--- config.mk ---
export PLATFORM = sky130hd
export DESIGN_NAME = note_highway
export DESIGN_NICKNAME = d
export VERILOG_FILES = /design/src/rtl/note_highway.sv
export SDC_FILE = /design/constraint.sdc
export NUM_CORES = 1
export LEC_CHECK = 0
export CAP_MARGIN = 20
export CORE_MARGIN = 2
export CORE_UTILIZATION = 45
export DETAILED_ROUTE_END_ITERATION = 7
export GPL_TIMING_DRIVEN = 1
export HOLD_SLACK_MARGIN = 0.1
export PLACE_DENSITY = 0.77
export SYNTH_ARGS = -nofsm -noshare
export SYNTH_HDL_FRONTEND = slang
export SYNTH_SLANG_ARGS = --single-unit
--- constraint.sdc ---
create_clock -name clock -period 15.1 [get_ports clock]
set_clock_uncertainty 0.05 [all_clocks]
set_input_delay 3.02 -clock clock [delete_from_list [all_inputs] [get_ports clock]]
set_output_delay 3.02 -clock clock [all_outputs]
set_load 0.05 [all_outputs]
--- src/rtl/note_highway.sv ---
// Note highway: per-lane song shift registers scored against player hits, plus a
// renderer that streams a snapshot of the visible rows as coloured boxes.
module note_highway #(
  parameter int LANES = 3,
  parameter int SONG_LEN = 115,
  parameter int ROWS = 4,
  parameter int BOX_W = 30,
  parameter int BOX_H = 30,
  parameter int X0 = 0,
  parameter int Y0 = 60,
  parameter int SCORE_W = 8,
  parameter logic [LANES*SONG_LEN-1:0] SONG_INIT = '0,
  parameter logic [2:0] NOTE_COLOUR = 3'b101,
  parameter logic [2:0] BG_COLOUR = 3'b000
) (
  input  logic               clock,
  input  logic               reset,
  input  logic               song_load,
  input  logic               shift_song,
  input  logic [LANES-1:0]   hit,
  input  logic               draw_start,
  output logic               draw_busy,
  output logic               draw_done,
  output logic [8:0]         vga_x,
  output logic [7:0]         vga_y,
  output logic [2:0]         vga_colour,
  output logic               vga_plot,
  output logic [SCORE_W-1:0] score,
  output logic [SCORE_W-1:0] combo,
  output logic               song_done
);
  localparam int STEP_W = $clog2(SONG_LEN + 1);
  localparam int HIT_W = $clog2(LANES + 1);
  localparam int SUM_W = SCORE_W + HIT_W;
  localparam int PX_W = $clog2(BOX_W + 1);
  localparam int PY_W = $clog2(BOX_H + 1);
  localparam int LANE_W = $clog2(LANES + 1);
  localparam int ROW_W = $clog2(ROWS + 1);
  localparam logic [SCORE_W-1:0] SCORE_MAX = '1;

  logic [LANES*SONG_LEN-1:0] song, song_shifted;
  logic [STEP_W-1:0]         step;
  logic [LANES-1:0]          bottom, missed;
  logic [HIT_W-1:0]          hit_count;
  logic [SUM_W-1:0]          score_sum;
  logic [SCORE_W-1:0]        score_next, combo_next;

  always_comb begin
    song_shifted = '0;
    bottom = '0;
    hit_count = '0;
    for (int l = 0; l < LANES; l++) begin
      song_shifted[l*SONG_LEN +: SONG_LEN] = song[l*SONG_LEN +: SONG_LEN] >> 1;
      bottom[l] = song[l*SONG_LEN];
      hit_count = hit_count + HIT_W'(song[l*SONG_LEN] & hit[l]);
    end
    missed = bottom & ~hit;
    score_sum = SUM_W'(score) + SUM_W'(hit_count);
    score_next = (score_sum > SUM_W'(SCORE_MAX)) ? SCORE_MAX : score_sum[SCORE_W-1:0];
    // Hits on empty lanes are ignored: only noted lanes can extend or break the combo.
    combo_next = combo;
    if (missed != '0) combo_next = '0;
    else if (bottom != '0 && combo != SCORE_MAX) combo_next = combo + SCORE_W'(1);
  end

  always_ff @(posedge clock) begin
    if (reset || song_load) begin
      song      <= SONG_INIT;
      step      <= '0;
      score     <= '0;
      combo     <= '0;
      song_done <= 1'b0;
    end else if (shift_song && !song_done) begin
      song  <= song_shifted;
      score <= score_next;
      combo <= combo_next;
      step  <= step + STEP_W'(1);
      if (step == STEP_W'(SONG_LEN - 1)) song_done <= 1'b1;
    end
  end

  // draw_start is a one-shot request: it is accepted only in IDLE and never queued;
  // vga_plot marks each valid pixel and the consumer has no back-pressure.
  typedef enum logic [1:0] {IDLE, DRAW, DONE} draw_state_t;
  draw_state_t state, state_next;

  logic [PX_W-1:0]       px, px_n;
  logic [PY_W-1:0]       py, py_n;
  logic [LANE_W-1:0]     lane_c, lane_n;
  logic [ROW_W-1:0]      row_c, row_n;
  logic [LANES*ROWS-1:0] snap, fresh_snap, pick_snap;
  logic                  last_pixel, advance, pixel_on;
  logic [8:0]            x_next;
  logic [7:0]            y_next;

  always_ff @(posedge clock) begin
    if (reset) state <= IDLE;
    else       state <= state_next;
  end

  assign last_pixel = (px == PX_W'(BOX_W - 1)) && (py == PY_W'(BOX_H - 1)) &&
                      (lane_c == LANE_W'(LANES - 1)) && (row_c == ROW_W'(ROWS - 1));

  always_comb begin
    state_next = state;
    advance = 1'b0;
    case (state)
      IDLE: if (draw_start) begin
        state_next = DRAW;
        advance = 1'b1;
      end
      DRAW: begin
        if (last_pixel) state_next = DONE;
        else advance = 1'b1;
      end
      DONE: state_next = IDLE;
      default: state_next = IDLE;
    endcase
  end

  assign draw_busy = (state == DRAW);
  assign draw_done = (state == DONE);

  // Counters always name the pixel currently on the vga outputs; *_n is the one to present next.
  always_comb begin
    fresh_snap = '0;
    for (int l = 0; l < LANES; l++)
      for (int r = 0; r < ROWS; r++)
        fresh_snap[l*ROWS + r] = song[l*SONG_LEN + r];
    pick_snap = (state == IDLE) ? fresh_snap : snap;

    px_n = '0;
    py_n = '0;
    lane_n = '0;
    row_n = '0;
    if (state != IDLE) begin
      px_n = px;
      py_n = py;
      lane_n = lane_c;
      row_n = row_c;
      if (px != PX_W'(BOX_W - 1)) px_n = px + PX_W'(1);
      else begin
        px_n = '0;
        if (py != PY_W'(BOX_H - 1)) py_n = py + PY_W'(1);
        else begin
          py_n = '0;
          if (lane_c != LANE_W'(LANES - 1)) lane_n = lane_c + LANE_W'(1);
          else begin
            lane_n = '0;
            row_n = row_c + ROW_W'(1);
          end
        end
      end
    end

    pixel_on = 1'b0;
    for (int l = 0; l < LANES; l++)
      for (int r = 0; r < ROWS; r++)
        if (lane_n == LANE_W'(l) && row_n == ROW_W'(r)) pixel_on = pick_snap[l*ROWS + r];

    x_next = 9'(11'(X0) + 11'(lane_n) * 11'(BOX_W) + 11'(px_n));
    y_next = 8'(11'(Y0) + (11'(ROWS - 1) - 11'(row_n)) * 11'(BOX_H) + 11'(py_n));
  end

  always_ff @(posedge clock) begin
    if (reset) begin
      vga_plot   <= 1'b0;
      vga_x      <= '0;
      vga_y      <= '0;
      vga_colour <= '0;
      px         <= '0;
      py         <= '0;
      lane_c     <= '0;
      row_c      <= '0;
      snap       <= '0;
    end else begin
      vga_plot <= advance;
      if (advance) begin
        px         <= px_n;
        py         <= py_n;
        lane_c     <= lane_n;
        row_c      <= row_n;
        vga_x      <= x_next;
        vga_y      <= y_next;
        vga_colour <= pixel_on ? NOTE_COLOUR : BG_COLOUR;
      end
      if (state == IDLE && draw_start) snap <= fresh_snap;
    end
  end
endmodule

==> impl_metrics.json, run 1 <==
{
  "slew_violations": 0,
  "antenna_found_initial": 0,
  "period_needed_ns": 5.35,
  "synthCells": 339,
  "clockBufferDepth": 2,
  "overflow": 0,
  "critical-path-top-delay-family": "adder cells",
  "worstPathMaxFanout": 8,
  "whs_ns": 0.403,
  "worst_pin_slew_ns": 1.03,
  "cp-start-kind": "flop",
  "multi_input_area_um2": 1790,
  "slew_headroom_pct": 31.1,
  "clkSinkCount": 40,
  "syn2layout_area_growth_pct": 9.32,
  "cellPowerDensity_nw_per_um2": 72.8,
  "vias": 2210,
  "htree_levels": 2,
  "ios": 48,
  "holdPathStages": 2,
  "drc": 0,
  "grt_pass1_wl_um": 9400,
  "ys_ff_latch": 40,
  "avgSynthCellArea_um2": 8.43,
  "cts_tree": "done",
  "hold_viol_final": 0,
  "holdBufCountCts": 0,
  "stdcell_count": 434,
  "ys_types": 51,
  "synthArstFlopShare_pct": 0,
  "ys_seq_area_share_pct": 28.0,
  "synth_area_um2": 2860,
  "n_antenna_cell": 0,
  "post-cts-setup-buffers": 0,
  "cts-root-buf": "clkbuf_8",
  "p_leak_nw": 1.29,
  "routed_wl_um": 5300,
  "floorplan.rows": 29,
  "min_period_over_period_pct": 35.4,
  "drtAntennaViolNets": 0,
  "status": "completed",
  "critPathBufInv": 4,
  "yosysTopAreaCell": "dfxtp_1",
  "grt_use_total_pct": 16.0,
  "clk_latency_ns": 0.29,
  "crit_chain": "ha_1 -> and4_1 -> and3_1 -> xnor2_1 -> or2_2 -> ha_1 -> inv_1 -> fa_1 -> inv_1 -> xnor2_1 -> inv_1 -> fa_1 -> xnor2_1 -> inv_1 -> ha_1 -> o21ai_0 -> o21bai_1 -> a21oi_1 -> a21boi_0 -> a2111oi_1",
  "maxCapViolCount": 0,
  "hold_path_class": "reg -> reg",
  "yosysWarnings": 0,
  "cpMostUsedCell": "inv_1",
  "placed_cells": 426,
  "r2r_cells": 20,
  "first_iter_violations": 71,
  "die-area_um2": 7010,
  "drtPass1Iterations": 4,
  "fin_nets": 400,
  "cpPeakStageDelay_ns": 0.51,
  "crit_required_ns": 15.24,
  "fillerInstances": 610,
  "synth.top_cell.area_share_pct": 28.0,
  "ff_latch_area_um2": 801,
  "cts_resized": 0,
  "peakVddDrop_mv": 0.0739,
  "drive_gt1_share_pct": 6.16,
  "r2r_slack_ns": 9.75,
  "portBuffers": 24,
  "yosys-top-cells-count": "nand2_1 (45), dfxtp_1 (40), ha_1 (29)",
  "detailed_place_hpwl_um": 3790,
  "place_congestion": 0.785,
  "die_w_um": 83.7,
  "fin_tns_setup_ns": 0,
  "grt_pass1_vias": 2106,
  "crit_cells": 20,
  "crit_slowest_cell": "fa_1",
  "wl_per_cell_um": 12.2,
  "cts_buffers": 5,
  "synth_edf_count": 0,
  "start_util_pct": 45.8,
  "endpoint_kind": "flop",
  "synth_flop_cell": "dfxtp_1",
  "via_per_inst": 5.09,
  "final-setup-viol-count": 0,
  "grt_max_degree": 34,
  "synth_top_cells_by_area": "dfxtp_1 (28%), ha_1 (13%), nand2_1 (5.9%), buf_4 (5.8%), fa_1 (4.9%)",
  "synth.most_common_cell": "nand2_1",
  "core_area_um2": 6240,
  "clk_pin_slew_ns": 0.08,
  "crit_arrival_ns": 5.49,
  "die_y_um": 83.7,
  "crit_type": "reg -> reg",
  "max_freq_ghz": 0.187,
  "grt_setup_unrepaired": "no"
}
## metal layers
metal | global-route usage (%) | up-vias | wire length (µm)
li1 | - | 1127 | -
met2 | 26.7 | 40 | 2500
met1 | 21.1 | 1034 | 2560
met3 | 3.36 | 9 | 182
met5 | 0 | - | 0
met4 | 3.96 | 0 | 61
## layout by cell type, fill, tap and decap left out, drive strengths merged, types with 3 or more instances in the layout
cell type	count
clkbuf	6
dfxtp	40
a21oi	24
a211oi	6
xnor2	14
xor2	6
nor2b	7
ha	29
o211ai	3
nand2	45
inv	25
and4	3
conb	20
nand3	9
mux2i	3
clkdlybuf4s50	24
nand4	5
nor2	29
o21ai	9
and2	3
a21o	5
fa	7
or2	4
## sequential cells by signal, indices dropped and copies added (netlist names)
register	count
vga_x	7
song_done	1
state	2
step	7
py	4
vga_y	8
vga_plot	1
px	5
row_c	3
lane_c	2
## report_power, final
| part | internal (W) | total, W | switching (W) | leakage, nW |
|---|---|---|---|---|
| clock | 0.0000370 | 0.0000769 | 0.0000399 | 0.0434 |
| sequential | 0.000108 | 0.000110 | 0.00000180 | 0.325 |
| combinational | 0.00000901 | 0.0000409 | 0.0000319 | 0.921 |
| total | 0.000154 | 0.000228 | 0.0000736 | 1.29 |
## logic make-up (layout without fill, tap and decap cells)
family,after synthesis,after routing,share of synthesized area [%]
buffers and inverters,59,58,11.9
adder cells (fa/ha/maj),36,36,17.6
multiplexers,5,5,1.84
XOR/XNOR,20,20,6.13
flip-flops,40,40,28.0
other,1,20,0.131
AO/OA/AOI/OAI,59,59,14.6
AND/OR/NAND/NOR,119,119,19.8
## per-stage QoR
step	util [%]	worst slack (ns)	instance area (µm²)	power, W
2_1_floorplan	-	10.36	2930	0.000150
3_3_place_gp	48.5	9.89	3030	0.000153
3_5_place_dp	48.5	9.79	3030	0.000153
4_1_cts	50.1	9.73	3130	0.000230
5_1_grt	50.1	9.24	3130	0.000236
6_report	50.1	9.75	3130	0.000228
## path summary, 6_finish.rpt
check,from,to
setup / recovery,px[0],vga_y[7]
setup reg to reg,px[0],vga_y[7]
hold reg to reg,vga_x[1],vga_x[1]
hold / removal,vga_x[1],vga_x[1]
## cell type report
| class | instances | area share, % |
|---|---|---|
| clock buffer | 6 | 2.64 |
| clock inverter | 2 | 0.480 |
| inverter | 25 | 3.00 |
| multi-input combinational | 259 | 57.2 |
| sequential | 40 | 25.6 |
| tap | 77 | 3.08 |
| timing repair buffer | 25 | 7.93 |
## worst reg2reg max path: cells and delay by family, from the launching register on
family / cells / cell delay [ns]
xor+xnor: 3 / 0.50
fa+ha+maj: 5 / 1.85
buf+inv: 4 / 0.31
flops: 1 / 0.43
compound gates: 5 / 0.88
simple gates: 3 / 1.21
Note: power is estimated with default switching activity, not from simulation.
==> run 2: changes to the inputs <==
==> constraint.sdc (replaced) <==
create_clock -name clock -period 5 [get_ports clock]
set_clock_uncertainty 0.05 [all_clocks]
set_input_delay 1 -clock clock [delete_from_list [all_inputs] [get_ports clock]]
set_output_delay 1 -clock clock [all_outputs]
set_load 0.05 [all_outputs]
==> impl_metrics.json, run 2 (synthesized netlist as in run 1, its figures left out) <==
{
  "stdcell_count": 444,
  "start_util_pct": 45.8,
  "die_w_um": 83.7,
  "antenna_found_initial": 0,
  "multi_input_area_um2": 1820,
  "htree_levels": 2,
  "grt_use_total_pct": 16.3,
  "grt_max_degree": 34,
  "maxCapViolCount": 0,
  "grt_setup_unrepaired": "no",
  "netSwitchingFraction_pct": 30.1,
  "worstPathMaxFanout": 5,
  "clockBufferDepth": 2,
  "endpoint_kind": "flop",
  "final_common_cell": "nand2_1",
  "vias": 2243,
  "n_antenna_cell": 0,
  "post-cts-setup-buffers": 0,
  "layout_common_cells": "nand2_1 (45), dfxtp_1 (38), nor2_1 (28), ha_1 (28), inv_1 (25)",
  "slew_violations": 0,
  "clk_pin_slew_ns": 0.08,
  "internal_power_w": 0.000519,
  "cts_buffers": 5,
  "status": "completed",
  "max_freq_ghz": 0.212,
  "period_needed_ns": 4.72,
  "ios": 48,
  "detailed_place_hpwl_um": 3920,
  "cp-start-kind": "flop",
  "reg_top3": "vga_y (8), step (7), vga_x (7)",
  "fin_tns_setup_ns": 0,
  "first_iter_violations": 73,
  "ff_latch_area_um2": 803,
  "largest_reg_flops": 8,
  "combPwrFrac_pct": 17.2,
  "drtAntennaViolNets": 0,
  "fillerInstances": 580,
  "crit_arrival_ns": 4.86,
  "portBuffers": 24,
  "clockPowerShare_pct": 38.2,
  "crit_required_ns": 5.14,
  "cts-root-buf": "clkbuf_8",
  "crit_type": "reg -> reg",
  "hold_path_class": "reg -> reg",
  "cellPowerDensity_nw_per_um2": 228,
  "wl_per_cell_um": 12.5,
  "grt_pass1_wl_um": 9670,
  "placed_cells": 436,
  "die_y_um": 83.7,
  "power.switching_w": 0.000224,
  "routed_wl_um": 5540,
  "overflow": 0,
  "pwr-share-seq_pct": 44.6,
  "drtPass1Iterations": 4,
  "min_period_over_period_pct": 94.4,
  "regMostFlops": "vga_y",
  "core_area_um2": 6240,
  "slew_headroom_pct": 29.7,
  "fin_nets": 410,
  "via_per_inst": 5.05,
  "die-area_um2": 7010,
  "floorplan.rows": 29,
  "grt_pass1_vias": 2141,
  "clk_latency_ns": 0.30,
  "syn2layout_area_growth_pct": 13.9,
  "drive_gt1_share_pct": 10.4,
  "place_congestion": 0.788,
  "cts_tree": "done",
  "hold_viol_final": 0,
  "worst_pin_slew_ns": 1.05,
  "peakVddDrop_mv": 0.174,
  "p_leak_nw": 1.37,
  "final-setup-viol-count": 0,
  "drc": 0,
  "clkSinkCount": 40
}
run 2: through the flow:
| stage | total power, W | hold WS (ns) | util, % | worst slack [ns] | cell area [µm²] |
|---|---|---|---|---|---|
| 2_1_floorplan | 0.000454 | 0.408 | - | 0.255 | 2930 |
| 3_3_place_gp | 0.000465 | 0.391 | 49.7 | 0.248 | 3100 |
| 3_5_place_dp | 0.000467 | 0.396 | 49.7 | 0.163 | 3100 |
| 4_1_cts | 0.000752 | 0.409 | 51.7 | 0.132 | 3220 |
| 5_1_grt | 0.000775 | 0.429 | 52.2 | 0.00732 | 3260 |
| 6_report | 0.000744 | 0.402 | 52.2 | 0.282 | 3260 |
run 2: worst max-delay path, cell delays in order (launching register included):
cell,delay [ns]
dfxtp_2,0.37
inv_1,0.05
ha_1,0.18
and4_2,0.24
and3_2,0.23
xnor2_1,0.12
or2_2,0.31
ha_4,0.29
inv_1,0.06
fa_1,0.50
inv_1,0.08
xnor2_2,0.19
inv_1,0.08
fa_1,0.46
xnor2_2,0.17
inv_1,0.06
ha_1,0.33
o21ai_0,0.10
o21bai_1,0.14
a21oi_1,0.12
a21boi_0,0.14
a2111oi_1,0.36
run 2: layout make-up:
type                            count  area share (%)
Tap cell                           77            2.96
Inverter                           25            2.88
Clock buffer                        6            2.54
Timing Repair Buffer               35            9.92
Multi-Input combinational cell    259            55.8
Clock inverter                      2            1.19
Sequential cell                    40            24.7
run 2: worst paths after layout:
path	start	end	slack (ns)	cells past startpoint
hold reg to reg	vga_y[6]	vga_y[6]	0.40	2
setup reg to reg	py[1]	vga_y[7]	0.28	21
hold / removal	vga_y[6]	vga_y[6]	0.40	2
setup / recovery	py[1]	vga_y[7]	0.28	21
run 2: power by group through the flow:
stage | clock network, W | logic (W) | registers (W)
3_3_place_gp | 0 | 0.000127 | 0.000339
2_1_floorplan | 0 | 0.0000947 | 0.000359
6_report | 0.000284 | 0.000128 | 0.000331
5_1_grt | 0.000307 | 0.000135 | 0.000332
3_5_place_dp | 0 | 0.000128 | 0.000339
4_1_cts | 0.000292 | 0.000128 | 0.000331
run 2: timing repair:
item	in CTS	in global routing
endpoints found under the setup margin	0	2
gates resized for setup	0	6
hold buffers	0	0
run 2: layer usage:
| metal | up-vias | track usage (%) | routed length, µm |
|---|---|---|---|
| met5 | - | 0 | 0 |
| met3 | 3 | 2.87 | 214 |
| li1 | 1150 | - | - |
| met2 | 43 | 27.9 | 2670 |
| met4 | 0 | 3.08 | 23 |
| met1 | 1047 | 21.7 | 2630 |
